## config.mk

```make
export PLATFORM = sky130hd
export DESIGN_NAME = wb_port_arbiter_flat
export DESIGN_NICKNAME = d
export VERILOG_FILES = /design/src/rtl/rv_pkg.sv /design/src/rtl/wb_port_arbiter_if.sv /design/src/rtl/wb_lu_fifo.sv /design/src/rtl/wb_port_arbiter.sv /design/src/flat_wrapper.sv
export SDC_FILE = /design/constraint.sdc
export NUM_CORES = 1
export LEC_CHECK = 0
export CORE_ASPECT_RATIO = 0.5
export CORE_UTILIZATION = 35
export DETAILED_ROUTE_END_ITERATION = 8
export GPL_TIMING_DRIVEN = 0
export HOLD_SLACK_MARGIN = 0.05
export PLACE_DENSITY = 0.57
export SYNTH_ARGS = -nofsm -noshare
export SYNTH_HDL_FRONTEND = slang
export SYNTH_SLANG_ARGS = --single-unit
```

## constraint.sdc

```tcl
create_clock -name clk -period 9.15 [get_ports clk]
set_input_delay 1.83 -clock clk [delete_from_list [all_inputs] [get_ports clk]]
set_output_delay 1.83 -clock clk [all_outputs]
set_load 0.01 [all_outputs]
```

## src/rtl/rv_pkg.sv

```systemverilog
// Shared register-file writeback types for the pipeline and the long-latency unit.
package rv_pkg;

  localparam int XLEN       = 32;
  localparam int REG_ADDR_W = 5;

  typedef struct packed {
    logic                  en;
    logic [REG_ADDR_W-1:0] addr;
    logic [XLEN-1:0]       data;
  } wb_req_t;

  // Writes to x0 are architectural no-ops and never occupy the port.
  function automatic logic wb_live(input wb_req_t r);
    return r.en && (r.addr != '0);
  endfunction

endpackage

```

## src/rtl/wb_port_arbiter_if.sv

```systemverilog
// Signal bundle between the writeback requesters, the long-latency unit and the
// register-file write port. The arbiter sits on the slave modport.
interface wb_port_arbiter_if #(
  parameter int DEPTH = 4
) ();
  import rv_pkg::*;

  // Long-latency handshake: an entry transfers on a rising edge where
  // i_lu_valid & o_lu_ready are both 1; o_lu_ready depends only on current
  // occupancy, and the producer holds addr/data stable until that transfer.
  logic                       i_register_file_wr_en_W;
  logic [REG_ADDR_W-1:0]      i_register_file_wr_addr_W;
  logic [XLEN-1:0]            i_result_W;
  logic                       i_lu_valid;
  logic [REG_ADDR_W-1:0]      i_lu_addr;
  logic [XLEN-1:0]            i_lu_data;
  logic                       o_lu_ready;
  logic                       o_rf_wr_en;
  logic [REG_ADDR_W-1:0]      o_rf_wr_addr;
  logic [XLEN-1:0]            o_rf_wr_data;
  logic                       o_starve;
  logic [$clog2(DEPTH+1)-1:0] o_count;

  modport slave (
    input  i_register_file_wr_en_W, i_register_file_wr_addr_W, i_result_W,
    input  i_lu_valid, i_lu_addr, i_lu_data,
    output o_lu_ready, o_rf_wr_en, o_rf_wr_addr, o_rf_wr_data, o_starve, o_count
  );

  modport master (
    output i_register_file_wr_en_W, i_register_file_wr_addr_W, i_result_W,
    output i_lu_valid, i_lu_addr, i_lu_data,
    input  o_lu_ready, o_rf_wr_en, o_rf_wr_addr, o_rf_wr_data, o_starve, o_count
  );

endinterface

```

## src/rtl/wb_lu_fifo.sv

```systemverilog
// Long-latency result FIFO: each entry is {kill, addr, data}; live pipeline
// writes kill every queued entry with a matching destination.
module wb_lu_fifo
  import rv_pkg::*;
#(
  parameter int DEPTH = 4
) (
  input  logic                       clk,
  input  logic                       rst_n,
  input  logic                       push_i,
  input  logic [REG_ADDR_W-1:0]      push_addr_i,
  input  logic [XLEN-1:0]            push_data_i,
  input  logic                       pop_i,
  input  logic                       kill_en_i,
  input  logic [REG_ADDR_W-1:0]      kill_addr_i,
  output logic                       ready_o,
  output logic                       head_valid_o,
  output logic                       head_kill_o,
  output logic [REG_ADDR_W-1:0]      head_addr_o,
  output logic [XLEN-1:0]            head_data_o,
  output logic [$clog2(DEPTH+1)-1:0] count_o
);

  localparam int PW = $clog2(DEPTH);
  localparam int CW = $clog2(DEPTH + 1);

  logic [REG_ADDR_W-1:0] addr_q [DEPTH];
  logic [XLEN-1:0]       data_q [DEPTH];
  logic [DEPTH-1:0]      kill_q;
  logic [PW-1:0]         wr_ptr_q, wr_ptr_d;
  logic [PW-1:0]         rd_ptr_q, rd_ptr_d;
  logic [CW-1:0]         count_q, count_d;
  logic                  full, empty, push_ok, pop_ok, push_kill;

  assign full    = (count_q == CW'(DEPTH));
  assign empty   = (count_q == '0);
  assign push_ok = push_i && !full;
  assign pop_ok  = pop_i && !empty;

  // The queued result is older than a same-cycle pipeline write to its register.
  assign push_kill = (push_addr_i == '0) || (kill_en_i && (kill_addr_i == push_addr_i));

  always_comb begin
    wr_ptr_d = wr_ptr_q + PW'(push_ok);
    rd_ptr_d = rd_ptr_q + PW'(pop_ok);
    count_d  = count_q + CW'(push_ok) - CW'(pop_ok);
  end

  always_ff @(posedge clk or negedge rst_n) begin
    if (!rst_n) begin
      wr_ptr_q <= '0;
      rd_ptr_q <= '0;
      count_q  <= '0;
    end else begin
      wr_ptr_q <= wr_ptr_d;
      rd_ptr_q <= rd_ptr_d;
      count_q  <= count_d;
    end
  end

  always_ff @(posedge clk or negedge rst_n) begin
    if (!rst_n) begin
      kill_q <= '0;
    end else begin
      for (int i = 0; i < DEPTH; i++) begin
        if (push_ok && (wr_ptr_q == PW'(i))) begin
          kill_q[i] <= push_kill;
        end else if (kill_en_i && (kill_addr_i == addr_q[i])) begin
          kill_q[i] <= 1'b1;
        end
      end
    end
  end

  always_ff @(posedge clk) begin
    if (push_ok) begin
      addr_q[wr_ptr_q] <= push_addr_i;
      data_q[wr_ptr_q] <= push_data_i;
    end
  end

  assign ready_o      = !full;
  assign head_valid_o = !empty;
  assign head_kill_o  = kill_q[rd_ptr_q];
  assign head_addr_o  = addr_q[rd_ptr_q];
  assign head_data_o  = data_q[rd_ptr_q];
  assign count_o      = count_q;

endmodule

```

## src/rtl/wb_port_arbiter.sv

```systemverilog
// Register-file write-port arbiter: pipeline writeback always wins, buffered
// long-latency results fill idle cycles. Starvation monitor under WB_ARB_STARVE_EN.
module wb_port_arbiter
  import rv_pkg::*;
#(
  parameter int DEPTH        = 4,
  parameter int STARVE_LIMIT = 8
) (
  input logic              clk,
  input logic              rst_n,
  wb_port_arbiter_if.slave bus
);

  wb_req_t               pipe_req, wr_req;
  logic                  pipe_live, head_valid, head_kill, head_live, pop;
  logic [REG_ADDR_W-1:0] head_addr;
  logic [XLEN-1:0]       head_data;
  logic                  lu_ready;
  logic [$clog2(DEPTH+1)-1:0] count;

  assign pipe_req.en   = bus.i_register_file_wr_en_W;
  assign pipe_req.addr = bus.i_register_file_wr_addr_W;
  assign pipe_req.data = bus.i_result_W;
  assign pipe_live     = wb_live(pipe_req);

  wb_lu_fifo #(.DEPTH(DEPTH)) u_fifo (
    .clk         (clk),
    .rst_n       (rst_n),
    .push_i      (bus.i_lu_valid),
    .push_addr_i (bus.i_lu_addr),
    .push_data_i (bus.i_lu_data),
    .pop_i       (pop),
    .kill_en_i   (pipe_live),
    .kill_addr_i (pipe_req.addr),
    .ready_o     (lu_ready),
    .head_valid_o(head_valid),
    .head_kill_o (head_kill),
    .head_addr_o (head_addr),
    .head_data_o (head_data),
    .count_o     (count)
  );

  assign head_live = head_valid && !head_kill;
  // Killed heads drain without the port, so they pop even under pipeline traffic.
  assign pop       = head_valid && (head_kill || !pipe_live);

  always_comb begin
    wr_req = '0;
    if (pipe_live) begin
      wr_req = pipe_req;
    end else if (head_live) begin
      wr_req.en   = 1'b1;
      wr_req.addr = head_addr;
      wr_req.data = head_data;
    end
  end

  assign bus.o_rf_wr_en   = wr_req.en;
  assign bus.o_rf_wr_addr = wr_req.addr;
  assign bus.o_rf_wr_data = wr_req.data;
  assign bus.o_lu_ready   = lu_ready;
  assign bus.o_count      = count;

`ifdef WB_ARB_STARVE_EN
  localparam int SW = $clog2(STARVE_LIMIT + 1);

  logic [SW-1:0] starve_cnt_q, starve_cnt_d;

  // Counts only cycles where a live head loses the port; a matching pipeline
  // write kills the head, which ends its wait as surely as writing it.
  always_comb begin
    starve_cnt_d = starve_cnt_q;
    if (!head_live || pop) begin
      starve_cnt_d = '0;
    end else if (pipe_req.addr == head_addr) begin
      starve_cnt_d = '0;
    end else if (starve_cnt_q != SW'(STARVE_LIMIT)) begin
      starve_cnt_d = starve_cnt_q + SW'(1);
    end
  end

  always_ff @(posedge clk or negedge rst_n) begin
    if (!rst_n) begin
      starve_cnt_q <= '0;
    end else begin
      starve_cnt_q <= starve_cnt_d;
    end
  end

  assign bus.o_starve = (starve_cnt_q >= SW'(STARVE_LIMIT));
`else
  assign bus.o_starve = 1'b0;
`endif

endmodule
```

## src/flat_wrapper.sv

```systemverilog
// flat-port wrapper written by rule: the top's interface ports become plain ports
module wb_port_arbiter_flat import rv_pkg::*;
#(
  parameter int DEPTH        = 4,
  parameter int STARVE_LIMIT = 8
)
  (clk, rst_n, bus_i_register_file_wr_en_W, bus_i_register_file_wr_addr_W, bus_i_result_W, bus_i_lu_valid, bus_i_lu_addr, bus_i_lu_data, bus_o_lu_ready, bus_o_rf_wr_en, bus_o_rf_wr_addr, bus_o_rf_wr_data, bus_o_starve, bus_o_count);
  wb_port_arbiter_if #(.DEPTH(DEPTH)) bus_i ();
  input logic clk;
  input logic rst_n;
  input wire logic [$bits(bus_i.i_register_file_wr_en_W)-1:0] bus_i_register_file_wr_en_W;
  input wire logic [$bits(bus_i.i_register_file_wr_addr_W)-1:0] bus_i_register_file_wr_addr_W;
  input wire logic [$bits(bus_i.i_result_W)-1:0] bus_i_result_W;
  input wire logic [$bits(bus_i.i_lu_valid)-1:0] bus_i_lu_valid;
  input wire logic [$bits(bus_i.i_lu_addr)-1:0] bus_i_lu_addr;
  input wire logic [$bits(bus_i.i_lu_data)-1:0] bus_i_lu_data;
  output wire logic [$bits(bus_i.o_lu_ready)-1:0] bus_o_lu_ready;
  output wire logic [$bits(bus_i.o_rf_wr_en)-1:0] bus_o_rf_wr_en;
  output wire logic [$bits(bus_i.o_rf_wr_addr)-1:0] bus_o_rf_wr_addr;
  output wire logic [$bits(bus_i.o_rf_wr_data)-1:0] bus_o_rf_wr_data;
  output wire logic [$bits(bus_i.o_starve)-1:0] bus_o_starve;
  output wire logic [$bits(bus_i.o_count)-1:0] bus_o_count;
  assign bus_i.i_register_file_wr_en_W = bus_i_register_file_wr_en_W;
  assign bus_i.i_register_file_wr_addr_W = bus_i_register_file_wr_addr_W;
  assign bus_i.i_result_W = bus_i_result_W;
  assign bus_i.i_lu_valid = bus_i_lu_valid;
  assign bus_i.i_lu_addr = bus_i_lu_addr;
  assign bus_i.i_lu_data = bus_i_lu_data;
  assign bus_o_lu_ready = bus_i.o_lu_ready;
  assign bus_o_rf_wr_en = bus_i.o_rf_wr_en;
  assign bus_o_rf_wr_addr = bus_i.o_rf_wr_addr;
  assign bus_o_rf_wr_data = bus_i.o_rf_wr_data;
  assign bus_o_starve = bus_i.o_starve;
  assign bus_o_count = bus_i.o_count;
  wb_port_arbiter #(.DEPTH(DEPTH), .STARVE_LIMIT(STARVE_LIMIT)) u_core (.clk(clk), .rst_n(rst_n), .bus(bus_i));
endmodule
```

==> results by group <==
Drt
  – Post-route ant nets: 0
  – Wire per inst: 19.1 um
  – DR iter-0 viols: 259
  – DR pass1 iterations: 6
  – Vias/cell: 4.89
  – DRC violations left: 0
  – Vias: 3,645
  – Final WL: 14,300 um

Critical path
  – Worst Setup SP: bus_i_register_file_wr_en_W
  – Crit Reg-Reg Startpoint: u_core.u_fifo.rd_ptr_q[0]$_DFF_PN0_
  – FF-to-FF setup slack: 6.35 ns
  – CP arrival: 4.44 ns
  – Critical Path RT: 7.32 ns
  – CP Class: in2out
  – Setup crit start kind: input port
  – Worst Path Max Fanout: 10
  – Reg2Reg Capture Point: u_core.u_fifo.count_o[2]$_DFF_PN0_
  – CP endpoint kind: primary output
  – Worst reg2reg path depth: 8

Job
  – Max Cap Viol: 0

Power and ir drop
  – Flop pwr share: 0.387
  – Tot Pwr: 0.00265 W
  – Net Sw Power: 0.000798 W
  – Leak Pwr: 2.98 nW
  – Peak VDD IR: 0.000174 V
  – Pwr per Cell Area: 301 mW/mm^2
  – P_int: 0.00185 W
  – Switching share of power: 0.301
  – Part of the power in combinational logic: 0.354
  – Clock share of power: 0.259

Clock network
  – CTS tree: yes
  – Root buffer cell: clkbuf_16
  – Clock slew at reported path FFs: 0.07 ns
  – H-tree lvl count: 4
  – Postcts setup bufs: 0
  – Worst-case clock buffer depth: 2
  – Num CTS Buffers: 17
  – Hold_buf cts: 0
  – Clock latency on the worst-skew pair: 0.42 ns
  – Clk sinks: 159
  – Post-CTS resize count: 0

Timing
  – Final min period: 6.27 ns
  – Fmax: 0.160 GHz
  – Final Max Slew Viols: 0
  – Hold_ws: 0.524 ns
  – Tightest Pin Transition: 0.729 ns
  – Final setup vio count: 0
  – Fin crit share: 0.685
  – Rel. slew slack: 0.514
  – RSZ-0062 raised after global routing: false
  – Setup Skew: 0.00950 ns
  – Setup tns final: 0 ns
  – Final Hold Vio Count: 0

Placement
  – Post-DP HPWL: 9930 um
  – IO buf count: 114
  – GPL Wtd Cong: 0.737

Yosys
  – Synth area leader: edfxtp_1
  – Main synth FF type: edfxtp_1
  – Yosys top cell area share: 0.674
  – Synthesized instance count: 330
  – Syn_nets: 411
  – Synthesized area per cell: 20.0 sq um
  – Most frequent cell after synthesis: edfxtp_1
  – Top cells by count, synth: 148 x edfxtp_1, 38 x mux4_2, 37 x a22o_1
  – Distinct cells, synth: 32
  – Synth area leaders: edfxtp_1 67%, mux4_2 13%, a22o_1 4.9%
  – Ys async rst share: 0.0692
  – Post-Syn Area: 0.00659 sq mm
  – Post-synth EDFFs: 148
  – Seq/Total Area, Yosys: 0.716
  – FF+latch count, synth: 159
  – Ys Warns: 0

Floorplan
  – Die height: 99.0 um
  – Chip width: 196 um
  – Die Area: 0.0194 sq mm
  – Top-Level Pins: 121
  – Core area: 0.0184 sq mm
  – FP Rows: 35
  – Initial Util: 0.358

Global route
  – Vias in the first global route: 3,840
  – GRT Util Overall: 0.158
  – Gr ovfl total: 0
  – Pin count of the biggest net entering global routing: 34
  – First-pass GRT wire length: 22,500 um
  – Antenna violations before repair: 1

Min path
  – Hold Crit Depth: 1
  – Hold Crit Class: reg2reg
  – Hold path startpoint: u_core.u_fifo.count_o[2]$_DFF_PN0_
  – Worst Hold End: u_core.u_fifo.count_o[2]$_DFF_PN0_

Final layout
  – N_diodes: 0
  – Final net count: 554
  – Share of post-route cells with drive strength above 1: 0.210
  – Layout area overhead: 33.2%

Status
  – Outcome: finished clean
worst max-delay path: stages:
cell             delay [ns]
clkdlybuf4s50_1        0.68
inv_1                  0.12
a21oi_1                0.29
buf_2                  0.35
clkbuf_1               0.40
a22o_1                 0.22
clkdlybuf4s50_1        0.54
how the worst max path moves through the flow:
stage / to / slack (ns) / depth (start not counted)
3_3_place_gp: u_core.u_fifo.kill_q[1]$_DFFE_PN0P_ / 0.52 / 4
6_report: bus_o_rf_wr_data[23] / 2.88 / 7
4_1_cts: bus_o_rf_wr_data[23] / 2.83 / 7
2_1_floorplan: u_core.u_fifo.addr_q[1][0]$_DFFE_PP_ / 3.87 / 2
5_1_grt: bus_o_rf_wr_data[29] / 2.68 / 7
3_5_place_dp: bus_o_rf_wr_data[23] / 2.85 / 7
kinds of logic (layout without fill, tap and decap cells):
family / count (synthesis) / count (layout) / share of synthesized area
and+or+nand+nor: 22 / 22 / 0.0188
other: 1 / 1 / 0.000569
DFF: 159 / 159 / 0.716
AOI/OAI and AO/OA: 46 / 46 / 0.0600
muxes: 43 / 43 / 0.138
buffers and inverters: 26 / 182 / 0.0203
adders and majority gates: 3 / 3 / 0.00683
xor gates and xnor gates: 30 / 30 / 0.0399
metrics by stage:
step	cell area [sq um]	std cells	setup WS (ns)	utilization
CTS	8780	745	2.83	0.476
finish	8780	745	2.88	0.476
global route	8780	745	2.68	0.476
floorplan	6590	330	3.87	-
detailed placement	8210	713	2.85	0.445
global placement	8060	703	0.519	0.437
final cells by class:
type | count | area, sq um
Timing Repair Buffer | 124 | 1280
Fill cell | 1579 | 9660
Clock inverter | 14 | 145
Buffer | 22 | 119
Sequential cell | 159 | 4720
Clock buffer | 18 | 429
Inverter | 4 | 15.0
Multi-Input combinational cell | 145 | 1750
Tap cell | 259 | 324
routing by layer:
metal	global-route usage	part of all wire	up-vias
li1	-	-	1651
met2	0.255	0.49	58
met5	0	0	-
met3	0.0284	0.027	12
met4	0.0523	0.0095	0
met1	0.218	0.47	1924
cell usage in the layout (no fill, tap or decap), drive strengths merged, types with 2 or more instances in the layout:
cell type | netlist | final
clkinv | 0 | 4
nor2 | 4 | 4
ha | 2 | 2
nor3b | 2 | 2
inv | 4 | 12
buf | 17 | 27
clkbuf | 5 | 23
a41oi | 4 | 4
clkdlybuf4s50 | 0 | 114
edfxtp | 148 | 148
xor2 | 21 | 21
mux2i | 4 | 4
a22o | 37 | 37
mux4 | 38 | 38
dfrtp | 11 | 11
nor3 | 9 | 9
xnor2 | 9 | 9
nand2 | 2 | 2
sequential cells by signal, summed over array words and instances, names as in the netlist:
signal                  cells
u_core.u_fifo.addr_q       20
u_core.u_fifo.kill_q        4
u_core.u_fifo.wr_ptr_q      2
u_core.u_fifo.data_q      128
u_core.u_fifo.rd_ptr_q      2
u_core.u_fifo.count_o       3
power by group through the flow:
stage	clock network (W)	logic (W)	registers (W)
floorplan	0	0.000553	0.00103
detailed placement	0	0.000958	0.00104
CTS	0.000700	0.000962	0.00103
global placement	0	0.000918	0.00105
finish	0.000686	0.000936	0.00103
global route	0.000731	0.00102	0.00104
(Power assumes the default switching activity.)
